--- src/rtl/seq_pattern_detector.sv ---
// Serial pattern detector: matches a runtime-loadable pattern of 1..MAX_LEN bits
// against a valid-qualified bit stream and counts matches in a saturating counter.
module seq_pattern_detector #(
   parameter int                 MAX_LEN         = 8,
   parameter int                 LEN_W           = 4,
   parameter int                 CNT_W           = 8,
   parameter logic [MAX_LEN-1:0] DEFAULT_PATTERN = 8'b0000_1011,
   parameter logic [LEN_W-1:0]   DEFAULT_LEN     = 4'd4
) (
   input  logic               clk,
   input  logic               rst,
   input  logic               cfg_load,
   input  logic [MAX_LEN-1:0] cfg_pattern,
   input  logic [LEN_W-1:0]   cfg_len,
   input  logic               overlap_en,
   input  logic               in_valid,
   input  logic               stream_in,
   input  logic               cnt_clr,
   output logic               pattern_found,
   output logic [CNT_W-1:0]   match_count,
   output logic               count_sat,
   output logic               cfg_err
);

   localparam logic [LEN_W-1:0] MAX_LEN_L = LEN_W'(MAX_LEN);
   localparam logic [CNT_W-1:0] CNT_MAX   = '1;

   logic [MAX_LEN-1:0] hist;
   logic [MAX_LEN-1:0] pattern;
   logic [MAX_LEN-1:0] hist_next;
   logic [MAX_LEN-1:0] len_mask;
   logic [LEN_W-1:0]   fill;
   logic [LEN_W-1:0]   len;
   logic [LEN_W-1:0]   fill_next;
   logic               cfg_ok;
   logic               accept;
   logic               match_hit;
   logic [CNT_W-1:0]   cnt_base;
   logic [CNT_W-1:0]   cnt_next;
   logic               sat_base;

   // NOTE: every signal gets a default at the top of always_comb so no path leaves it unassigned (no latch).
   always_comb begin
      cfg_ok    = (cfg_len != '0) && (cfg_len <= MAX_LEN_L);
      // A cfg_load cycle always discards the stream bit, even when the load is rejected.
      accept    = in_valid && !cfg_load;
      hist_next = {hist[MAX_LEN-2:0], stream_in};
      fill_next = (fill == MAX_LEN_L) ? fill : fill + 1'b1;

      len_mask = '0;
      for (int i = 0; i < MAX_LEN; i++) begin
         len_mask[i] = (i < int'(len));
      end

      match_hit = accept && (fill_next >= len) &&
                  (((hist_next ^ pattern) & len_mask) == '0);

      // Clear is applied first, then a coincident match counts on top of it.
      cnt_base = cnt_clr ? '0 : match_count;
      sat_base = cnt_clr ? 1'b0 : count_sat;
      cnt_next = cnt_base;
      if (match_hit && (cnt_base != CNT_MAX)) begin
         cnt_next = cnt_base + 1'b1;
      end
   end

   // NOTE: sequential state uses non-blocking assignments so every register samples pre-edge values.
   always_ff @(posedge clk or posedge rst) begin
      if (rst) begin
         hist          <= '0;
         fill          <= '0;
         pattern       <= DEFAULT_PATTERN;
         len           <= DEFAULT_LEN;
         pattern_found <= 1'b0;
         match_count   <= '0;
         count_sat     <= 1'b0;
         cfg_err       <= 1'b0;
      end else begin
         pattern_found <= match_hit;
         cfg_err       <= cfg_load && !cfg_ok;
         match_count   <= cnt_next;
         count_sat     <= sat_base || (cnt_next == CNT_MAX);

         if (cfg_load) begin
            if (cfg_ok) begin
               pattern <= cfg_pattern;
               len     <= cfg_len;
               hist    <= '0;
               fill    <= '0;
            end
         end else if (accept) begin
            hist <= hist_next;
            // Non-overlapping mode restarts the fill so the next match needs len fresh bits.
            fill <= (match_hit && !overlap_en) ? '0 : fill_next;
         end
      end
   end

endmodule

--- config.mk ---
export PLATFORM = sky130hd
export DESIGN_NAME = seq_pattern_detector
export DESIGN_NICKNAME = d
export VERILOG_FILES = /design/src/rtl/seq_pattern_detector.sv
export SDC_FILE = /design/constraint.sdc
export NUM_CORES = 1
export LEC_CHECK = 0
export CORE_AREA = 2 2 62 64
export DETAILED_ROUTE_END_ITERATION = 8
export DIE_AREA = 0 0 64 66
export GPL_ROUTABILITY_DRIVEN = 0
export PLACE_DENSITY_LB_ADDON = 0.05
export SKIP_LAST_GASP = 1
export SYNTH_ARGS = -nofsm -noshare
export SYNTH_HDL_FRONTEND = slang
export SYNTH_SLANG_ARGS = --single-unit
--- constraint.sdc ---
create_clock -name clk -period 3.5 [get_ports clk]
set_input_delay 0.7 -clock clk [delete_from_list [all_inputs] [get_ports clk]]
set_output_delay 0.7 -clock clk [all_outputs]
set_load 0.1 [all_outputs]
# == Word-level counts from Yosys, hierarchy flattened ==
# Index checks and enable logic that the tools add are counted.
# totals
regBits,34
output_inout_bits,11
elab_cells,53
# op_classes
n_addsub,2
magnitude_cmp,10
eq_ne,4
mux,11
bitwise,2
n_reduce_logical,16
# ops
op,count
$mux W7,3
$mux W4,5
$lt A3 B4 Y1 const A,4
$mux W8,2
$add A8 B1 Y8 const B,1
$and A8 B8 Y8,1
$eq A8 B8 Y1 const B,1
$logic_not A8 Y1,1
$lt A1 B4 Y1 const A,2
$lt A2 B4 Y1 const A,2
$ne A8 B8 Y1 const B,1
$xor A8 B8 Y8,1
$logic_and A1 B1 Y1,7
$add A4 B1 Y4 const B,1
$eq A4 B4 Y1 const B,1
$ge A4 B4 Y1,1
$le A4 B4 Y1 const B,1
$reduce_and A2 Y1,2
$reduce_bool A4 Y1,1
$logic_not A1 Y1,3
$ne A2 B1 Y1 const B,1
$reduce_bool A2 Y1,1
$logic_or A1 B1 Y1,1
$mux W1,1

# == Longest topological paths before layout ==
# Gate-level depths: netlist of run 1.
# logic_depth
depth_word,9
depth_mapped,15

# == Least setup slack after synthesis of run 1 ==
# No wires, ideal clock.
# synth_timing
kind,in2reg
from,input stream_in
to,register count_sat
setup_time_ns,0.072
arrival_ns,2.970
required_time_ns,3.428
path_slack_ns,0.458
path_stages,8
path_buffers,1
cell_sequence,xor2_1 > maj3_1 > o32a_1 > or4_4 > buf_6 > or4_4 > a222oi_1 > a32o_1
# synth_via
elab_chain_cells,8
# synth_rtl
item,line,text
from (decl),17,"input logic stream_in,"
$xor A8 B8 Y8,56,(((hist_next ^ pattern) & len_mask) == '0);
$and A8 B8 Y8,56,
$logic_not A8 Y1,56,
$logic_and A1 B1 Y1,55,match_hit = accept && (fill_next >= len) &&
$logic_and A1 B1 Y1,62,if (match_hit && (cnt_base != CNT_MAX)) begin
$mux W8,62,
$eq A8 B8 Y1,82,count_sat <= sat_base || (cnt_next == CNT_MAX);
$logic_or A1 B1 Y1,82,
to (signal assigned),82,
to (decl),21,"output logic count_sat,"
# No other way between the ends.
# A chain may end at the register's enable or synchronous reset.

# == Worst setup path after layout of run 1 ==
# layout_timing
from,register fill[0]
to,register count_sat
# layout_via
elab_chain_cells,9
# layout_rtl
item,line,text
from (decl),32,logic [LEN_W-1:0] fill;
from (signal assigned),94,fill <= (match_hit && !overlap_en) ? '0 : fill_next;
$add A4 B1 Y4 or $eq A4 B4 Y1 (tied branches),48,fill_next = (fill == MAX_LEN_L) ? fill : fill + 1'b1;
$mux W4 (*),48,
$ge A4 B4 Y1 (*),55,
$logic_and A1 B1 Y1 (*) (2 in series),55,
named net match_hit,37,logic match_hit;
$logic_and A1 B1 Y1 (*),62,
$mux W8 (*),62,
$eq A8 B8 Y1 (*),82,
$logic_or A1 B1 Y1 (*),82,
# The timed path passes the listed nets; every way through them passes the cells marked *.

==> summary.json, run 1 <==
{
  "cts-root-buf": "sky130_fd_sc_hd__clkbuf_4",
  "cell_internal_pwr_w": 0.0006975,
  "power.net_switching_w": 0.0002808,
  "clock_tree.buffer_depth": 2,
  "status": "finished, final reports clean",
  "worst_slew_pin_slew_ps": 979.7,
  "hold_path.class": "flip-flop to flip-flop",
  "maximum_number_of_pins_on_one_net_before_global_route_repair": 20,
  "timing.reg2reg.worst_path_depth": 15,
  "global_routing_usage_summed_across_all_routing_layers_pct": 20.29,
  "cts_tree": "yes",
  "max-cap-violations": 0,
  "finalNonFillerCells": 268,
  "number_of_buffers_inserted_for_hold_repair_after_clock_tree_synthesis": 0,
  "timing.reg2reg.setup_slack_ps": 280,
  "sequential_cell_fraction_of_total_power_pct": 48.4,
  "layout.nets": 245,
  "postSynthCellCount": 181,
  "post_cts_setup_repair_buffer_count": 0,
  "cts.sinks": 34,
  "worstReg2RegStart": "fill[0]",
  "setup_ws_ps": 282.6,
  "dieHeight_um": 66,
  "slew_headroom_pct": 34.48,
  "avgSynthCellArea_um2": 10.18,
  "sw_frac_of_total_pct": 28.70,
  "wire_length_of_the_first_global_routing_pass_mm": 6.499,
  "syn_area_mm2": 0.001842,
  "dp_slack_ps": 30.41,
  "via_count_of_the_first_global_routing_pass": 1473,
  "fin_skew_ps": 11.71,
  "ctsResizeCount": 0,
  "critical-path-slowest-cell": "sky130_fd_sc_hd__dfrtp_1",
  "critPathRequiredTime_ps": 3790,
  "ys_types": 42,
  "grtUsageMet2_pct": 35.29,
  "drc": 0,
  "power.share.clock_pct": 29.4,
  "ys_async_sr_fraction_pct": 100.0,
  "pin_count": 30,
  "setup.worst_path.end_class": "flip-flop",
  "endpoints_failing_setup": 0,
  "num_vias": 1496,
  "cts_made_buffers": 5,
  "grt_setup_unrepaired": "false",
  "global_routing_usage_on_met1_pct": 23.51,
  "comb_power_share_pct": 22.2,
  "detailedRoute.firstPassIterationCount": 5,
  "dieWidth_um": 64,
  "hold_end": "count_sat",
  "core_area_mm2": 0.003551,
  "synth_enable_flop_cells": 0,
  "dp_hpwl_mm": 2.900,
  "routed_wl_mm": 3.715,
  "clkTransAtPathRegs_ps": 120,
  "dieArea_mm2": 0.004224,
  "placedCellCount": 260,
  "yosys_warnings": 0,
  "synth_seq_area_share_pct": 46.47,
  "grt_antenna_before_repair": 0,
  "num_antenna_cells": 0,
  "count_of_input_and_output_buffers": 29,
  "min_path_cells": 1,
  "initial_utilization_pct": 51.87,
  "final-max-slew-violation-count": 0,
  "period_minus_slack_ps": 3217,
  "timing.final.hold_violations": 0,
  "tns_ps": 0,
  "synth.net_count": 207,
  "min_from": "count_sat",
  "fmaxAchievable_mhz": 310.8,
  "register_bit_count_reported_by_yosys": 34,
  "postSynth.topFlopCell": "sky130_fd_sc_hd__dfrtp_1",
  "arrival_ps": 3500,
  "cts_htree_levels": 2,
  "timing.critical_path.slowest_cell_delay_ps": 410,
  "vias_per_cell": 5.582,
  "met3_track_utilization_from_global_routing_pct": 4.940,
  "worstSkewPairLatency_ps": 340,
  "grt.busiest_layer": "met2",
  "wl_per_cell_um": 13.86,
  "power_density_mw_per_mm2": 425.6,
  "floorplan.rows": 22,
  "power.leakage_nw": 0.9754,
  "reg2reg_to": "count_sat",
  "startpoint_type": "flip-flop",
  "critical_path.max_fanout": 8,
  "min_period_over_period_pct": 91.93,
  "antenna_violating_nets_post_route": 0,
  "final_layout_size_suffix_gt1_share_pct": 15.91,
  "crit_type": "flip-flop to flip-flop",
  "layout_overhead_on_the_synthesized_area_pct": 24.80,
  "critical_path.cell_chain": "inv_1, ha_1, nand2_1, nor2_1, xnor2_1, ha_1, nand2b_1, a211o_1, a21oi_1, or4_4, buf_4, inv_1, a311o_1, a222oi_1, a32o_1",
  "drtIter0Drc": 107,
  "ir_drop_v": 0.0002752,
  "globalRouteOverflowTotal": 0
}
stage by stage:
stage	hold slack [ps]	cell area (um^2)	total power [W]	utilization, %
floorplan	490.2	1842	0.0006330	-
global placement	483.8	2216	0.0006917	62.40
detailed placement	491.8	2216	0.0007018	62.40
CTS	518.5	2298	0.0009916	64.73
global route	530.1	2298	0.001039	64.73
finish	513.2	2298	0.0009783	64.73
registers in the layout, indices dropped and copies added, names as in the netlist:
name,flops
match_count,8
len,4
pattern_found,1
hist,7
count_sat,1
fill,4
pattern,8
cfg_err,1
logic make-up after synthesis:
family	synth area share, %
buffers and inverters	3.465
xor gates and xnor gates	6.658
muxes	7.880
and+or+nand+nor	15.90
AOI/OAI and AO/OA	14.33
adders and majority gates	5.299
DFF	46.47
final cells by class:
class | count | area [um^2]
clock buffers | 5 | 37.54
clock inverters | 3 | 45.04
fillers | 313 | 1252
inverters | 10 | 37.54
multi-input cells | 132 | 922.1
flip-flops and latches | 34 | 855.8
well taps | 48 | 60.06
repair buffers | 36 | 340.3
per-layer routing:
layer | part of all wire (%) | vias to the layer above | wire [um]
met2 | 51 | 42 | 1896
met3 | 4.3 | 8 | 159
met1 | 43 | 728 | 1585
met5 | 0 | - | 0
li1 | - | 718 | -
met4 | 1.9 | 0 | 72
power groups by stage:
stage	Clock [W]	Sequential, W	Combinational, W
after floorplan	0	0.000491	0.000142
after global placement	0	0.000479	0.000213
after detailed placement	0	0.000482	0.000220
after CTS	0.000296	0.000474	0.000221
after global routing	0.000314	0.000481	0.000245
final	0.000288	0.000474	0.000217
worst max-delay path by stage:
stage               startpoint        end  slack [ps]  depth (start not counted)
floorplan            stream_in  count_sat         460                          8
global placement     stream_in  count_sat          50                          8
detailed placement   stream_in  count_sat          30                          8
CTS                    fill[0]  count_sat         280                         15
global route           fill[0]  count_sat          80                         15
finish                 fill[0]  count_sat         280                         15
cell usage after synthesis (all sizes together), types with 2 or more instances:
library cell / count / area (um^2)
a21o: 2 / 15.01
a21oi: 7 / 35.03
a22o: 3 / 26.28
clkbuf: 4 / 15.01
dfrtp: 30 / 750.7
dfstp: 4 / 105.1
ha: 7 / 87.58
inv: 10 / 37.54
mux2: 12 / 135.1
nand2: 24 / 90.09
nand2b: 2 / 12.51
nand3: 8 / 40.04
nor2: 7 / 26.28
nor2b: 4 / 25.02
nor3: 5 / 25.02
o21a: 2 / 15.01
o21ai: 11 / 55.05
o31ai: 2 / 15.01
or4: 2 / 22.52
xnor2: 6 / 52.55
xor2: 8 / 70.07
cells in the final DEF, fill, tap and decap left out, types with 2 or more instances in the layout:
cell type and instances:
sky130_fd_sc_hd__mux2_2 12, sky130_fd_sc_hd__xnor2_1 6, sky130_fd_sc_hd__clkinvlp_4 2, sky130_fd_sc_hd__ha_1 7, sky130_fd_sc_hd__or4_4 2, sky130_fd_sc_hd__clkbuf_4 5
sky130_fd_sc_hd__nand2b_1 2, sky130_fd_sc_hd__nand3_1 8, sky130_fd_sc_hd__o21a_1 2, sky130_fd_sc_hd__nor2b_1 4, sky130_fd_sc_hd__o21ai_0 11, sky130_fd_sc_hd__clkdlybuf4s50_1 28
sky130_fd_sc_hd__dfstp_2 4, sky130_fd_sc_hd__a21oi_1 7, sky130_fd_sc_hd__xor2_1 8, sky130_fd_sc_hd__a21o_1 2, sky130_fd_sc_hd__a22o_1 3, sky130_fd_sc_hd__nand2_1 24
sky130_fd_sc_hd__nor3_1 5, sky130_fd_sc_hd__dfrtp_1 30, sky130_fd_sc_hd__buf_4 8, sky130_fd_sc_hd__nor2_1 7, sky130_fd_sc_hd__inv_1 10, sky130_fd_sc_hd__o31ai_1 2
worst max-delay path: cells and delay by family (launching register included):
| kind | cells | cell delay, ps |
|---|---|---|
| compound gates | 5 | 1350 |
| fa+ha+maj | 2 | 460 |
| simple gates | 4 | 410 |
| flops | 1 | 410 |
| buf+inv | 3 | 320 |
| xor+xnor | 1 | 210 |
No activity file was read; power rests on OpenSTA's default activity.
==> run 2, diff against run 1 <==
--- a/config.mk
+++ b/config.mk
@@ -6,6 +6,7 @@
 export NUM_CORES = 1
 export LEC_CHECK = 0
 export CORE_AREA = 2 2 62 64
+export CTS_CLUSTER_DIAMETER = 100
 export DETAILED_ROUTE_END_ITERATION = 8
 export DIE_AREA = 0 0 64 66
 export GPL_ROUTABILITY_DRIVEN = 0
@@ -14,3 +15,4 @@
 export SYNTH_ARGS = -nofsm -noshare
 export SYNTH_HDL_FRONTEND = slang
 export SYNTH_SLANG_ARGS = --single-unit
+export TNS_END_PERCENT = 30
==> results of run 2 <==
Same layout as run 1: the final DEF is identical, and so are final timing and power.
==> run 3, diff against run 2 <==
--- a/config.mk
+++ b/config.mk
@@ -11,6 +11,7 @@
 export DIE_AREA = 0 0 64 66
 export GPL_ROUTABILITY_DRIVEN = 0
 export PLACE_DENSITY_LB_ADDON = 0.05
+export REMOVE_ABC_BUFFERS = 1
 export SKIP_LAST_GASP = 1
 export SYNTH_ARGS = -nofsm -noshare
 export SYNTH_HDL_FRONTEND = slang
==> run 3 against run 2 <==
Effect of this change:
- clock skew is 2.8 ps higher
- die area did not move
- via count down 1.6%
- global-route usage decreased by 0.27 points
- total power is 0.24% lower
- first-iteration DRC count is 5.6% lower
- clock power barely moved
- clock-buffer cell count unchanged
- critical path type unchanged
- critical endpoint unchanged
- largest power group unchanged
==> summary.json, run 3 (synthesized netlist as in run 1, its figures left out) <==
{
  "reg2reg_to": "count_sat",
  "fin_skew_ps": 14.52,
  "cts_made_buffers": 5,
  "ctsResizeCount": 0,
  "min_path_cells": 1,
  "timing.critical_path.max_delay_family": "compound AO/OA/AOI/OAI gates",
  "post_cts_setup_repair_buffer_count": 0,
  "grtUsageMet2_pct": 35.68,
  "clock_tree.buffer_depth": 2,
  "sequential_cell_fraction_of_total_power_pct": 48.4,
  "dp_slack_ps": 0.5338,
  "core_area_mm2": 0.003551,
  "grt_setup_unrepaired": "false",
  "tns_ps": 0,
  "setup_ws_ps": 289.7,
  "layout.core_utilization_pct": 64.52,
  "endpoints_failing_setup": 0,
  "number_of_buffers_inserted_for_hold_repair_after_clock_tree_synthesis": 0,
  "dieHeight_um": 66,
  "worst_hold_slack_ps": 504.4,
  "min_period_over_period_pct": 91.72,
  "ir_drop_v": 0.0002947,
  "antenna_violating_nets_post_route": 0,
  "global_routing_usage_summed_across_all_routing_layers_pct": 20.01,
  "sw_frac_of_total_pct": 28.74,
  "final_layout_size_suffix_gt1_share_pct": 16.36,
  "power_density_mw_per_mm2": 426.0,
  "fmaxAchievable_mhz": 311.5,
  "power.net_switching_w": 0.0002805,
  "arrival_ps": 3500,
  "setup.worst_path.end_class": "flip-flop",
  "grt_antenna_before_repair": 0,
  "final_common_cell": "sky130_fd_sc_hd__dfrtp_1",
  "globalRouteOverflowTotal": 0,
  "comb_power_share_pct": 22.3,
  "clkTransAtPathRegs_ps": 120,
  "largest_registers": "match_count: 8 flops, pattern: 8 flops, hist: 7 flops",
  "slew_headroom_pct": 35.30,
  "cell_internal_pwr_w": 0.0006955,
  "detailedRoute.firstPassIterationCount": 4,
  "most-common-layout-cells": "sky130_fd_sc_hd__dfrtp_1 (30), sky130_fd_sc_hd__clkdlybuf4s50_1 (27), sky130_fd_sc_hd__nand2_1 (24)",
  "via_count_of_the_first_global_routing_pass": 1517,
  "grt.busiest_layer": "met2",
  "fin_area_mm2": 0.002291,
  "hold_path.class": "flip-flop to flip-flop",
  "startpoint_type": "flip-flop",
  "max-cap-violations": 0,
  "met3_track_utilization_from_global_routing_pct": 4.259,
  "timing.reg2reg.setup_slack_ps": 290,
  "cts_htree_levels": 2,
  "dpl-instance-area_mm2": 0.002213,
  "critical-path-slowest-cell": "sky130_fd_sc_hd__dfrtp_1",
  "layout_overhead_on_the_synthesized_area_pct": 24.39,
  "dp_hpwl_mm": 2.858,
  "routed_wl_mm": 3.713,
  "fillers": 313,
  "status": "finished, final reports clean",
  "global_routing_usage_on_met1_pct": 22.47,
  "floorplan.rows": 22,
  "layout.nets": 245,
  "power.share.clock_pct": 29.3,
  "dieWidth_um": 64,
  "vias_per_cell": 5.493,
  "final-max-slew-violation-count": 0,
  "cts.sinks": 34,
  "critPathRequiredTime_ps": 3790,
  "initial_utilization_pct": 51.87,
  "hold_end": "count_sat",
  "critical_path.cell_chain": "inv_1, ha_1, nand2_1, nor2_1, xnor2_1, ha_1, nand2b_1, a211o_1, a21oi_1, or4_4, buf_4, inv_1, a311o_1, a222oi_1, a32o_1",
  "period_minus_slack_ps": 3210,
  "power.leakage_nw": 0.9850,
  "timing.critical_path.buf_inv": 3,
  "cts_tree": "yes",
  "wl_per_cell_um": 13.85,
  "timing.final.hold_violations": 0,
  "maximum_number_of_pins_on_one_net_before_global_route_repair": 21,
  "worstReg2RegStart": "fill[0]",
  "num_vias": 1472,
  "dieArea_mm2": 0.004224,
  "timing.reg2reg.worst_path_depth": 15,
  "worst_slew_pin_slew_ps": 967.4,
  "num_antenna_cells": 0,
  "worstSkewPairLatency_ps": 340,
  "pin_count": 30,
  "timing.critical_path.slowest_cell_delay_ps": 410,
  "critical_path.max_fanout": 8,
  "min_from": "count_sat",
  "cts-root-buf": "sky130_fd_sc_hd__clkbuf_4",
  "count_of_input_and_output_buffers": 29,
  "drc": 0,
  "crit_type": "flip-flop to flip-flop",
  "drtIter0Drc": 101,
  "wire_length_of_the_first_global_routing_pass_mm": 6.513
}
run 3: layout make-up:
class | instances | area (um^2) | area share [%]
clock buffers | 5 | 37.54 | 1.638
clock inverters | 3 | 40.04 | 1.748
inverters | 10 | 37.54 | 1.638
multi-input cells | 132 | 922.1 | 40.25
flip-flops and latches | 34 | 855.8 | 37.36
well taps | 48 | 60.06 | 2.622
repair buffers | 36 | 337.8 | 14.75
run 3: power groups by stage:
stage	registers [W]	logic (W)	clock network, W
6_report	0.000472	0.000217	0.000286
5_1_grt	0.000480	0.000245	0.000309
4_1_cts	0.000473	0.000220	0.000292
3_5_place_dp	0.000481	0.000220	0
3_3_place_gp	0.000478	0.000213	0
2_1_floorplan	0.000491	0.000139	0
run 3: worst max path at each step:
stage,from,endpoint,slack [ps],cells past startpoint
final,fill[0],count_sat,290,15
after global routing,fill[0],count_sat,20,15
after CTS,fill[0],count_sat,300,15
after detailed placement,stream_in,count_sat,0.5,8
after global placement,stream_in,count_sat,30,8
after floorplan,in_valid,count_sat,340,6
run 3: through the flow:
stage               power [W]  instances
floorplan           0.0006294        176
global placement    0.0006914        260
detailed placement  0.0007011        260
CTS                 0.0009852        268
global route         0.001033        268
finish              0.0009760        268
run 3: metal layers:
metal	vias to the layer above	part of all wire [%]
li1	722	-
met1	707	43
met2	38	51
met3	5	4.6
met4	0	1.3
met5	-	0
run 3: worst reg2reg max path: stages, from the launching register on:
cell and delay [ps]:
sky130_fd_sc_hd__dfrtp_1 410, sky130_fd_sc_hd__inv_1 80, sky130_fd_sc_hd__ha_1 190, sky130_fd_sc_hd__nand2_1 80, sky130_fd_sc_hd__nor2_1 50, sky130_fd_sc_hd__xnor2_1 200, sky130_fd_sc_hd__ha_1 260, sky130_fd_sc_hd__nand2b_1 140
sky130_fd_sc_hd__a211o_1 280, sky130_fd_sc_hd__a21oi_1 130, sky130_fd_sc_hd__or4_4 150, sky130_fd_sc_hd__buf_4 140, sky130_fd_sc_hd__inv_1 90, sky130_fd_sc_hd__a311o_1 370, sky130_fd_sc_hd__a222oi_1 370, sky130_fd_sc_hd__a32o_1 220
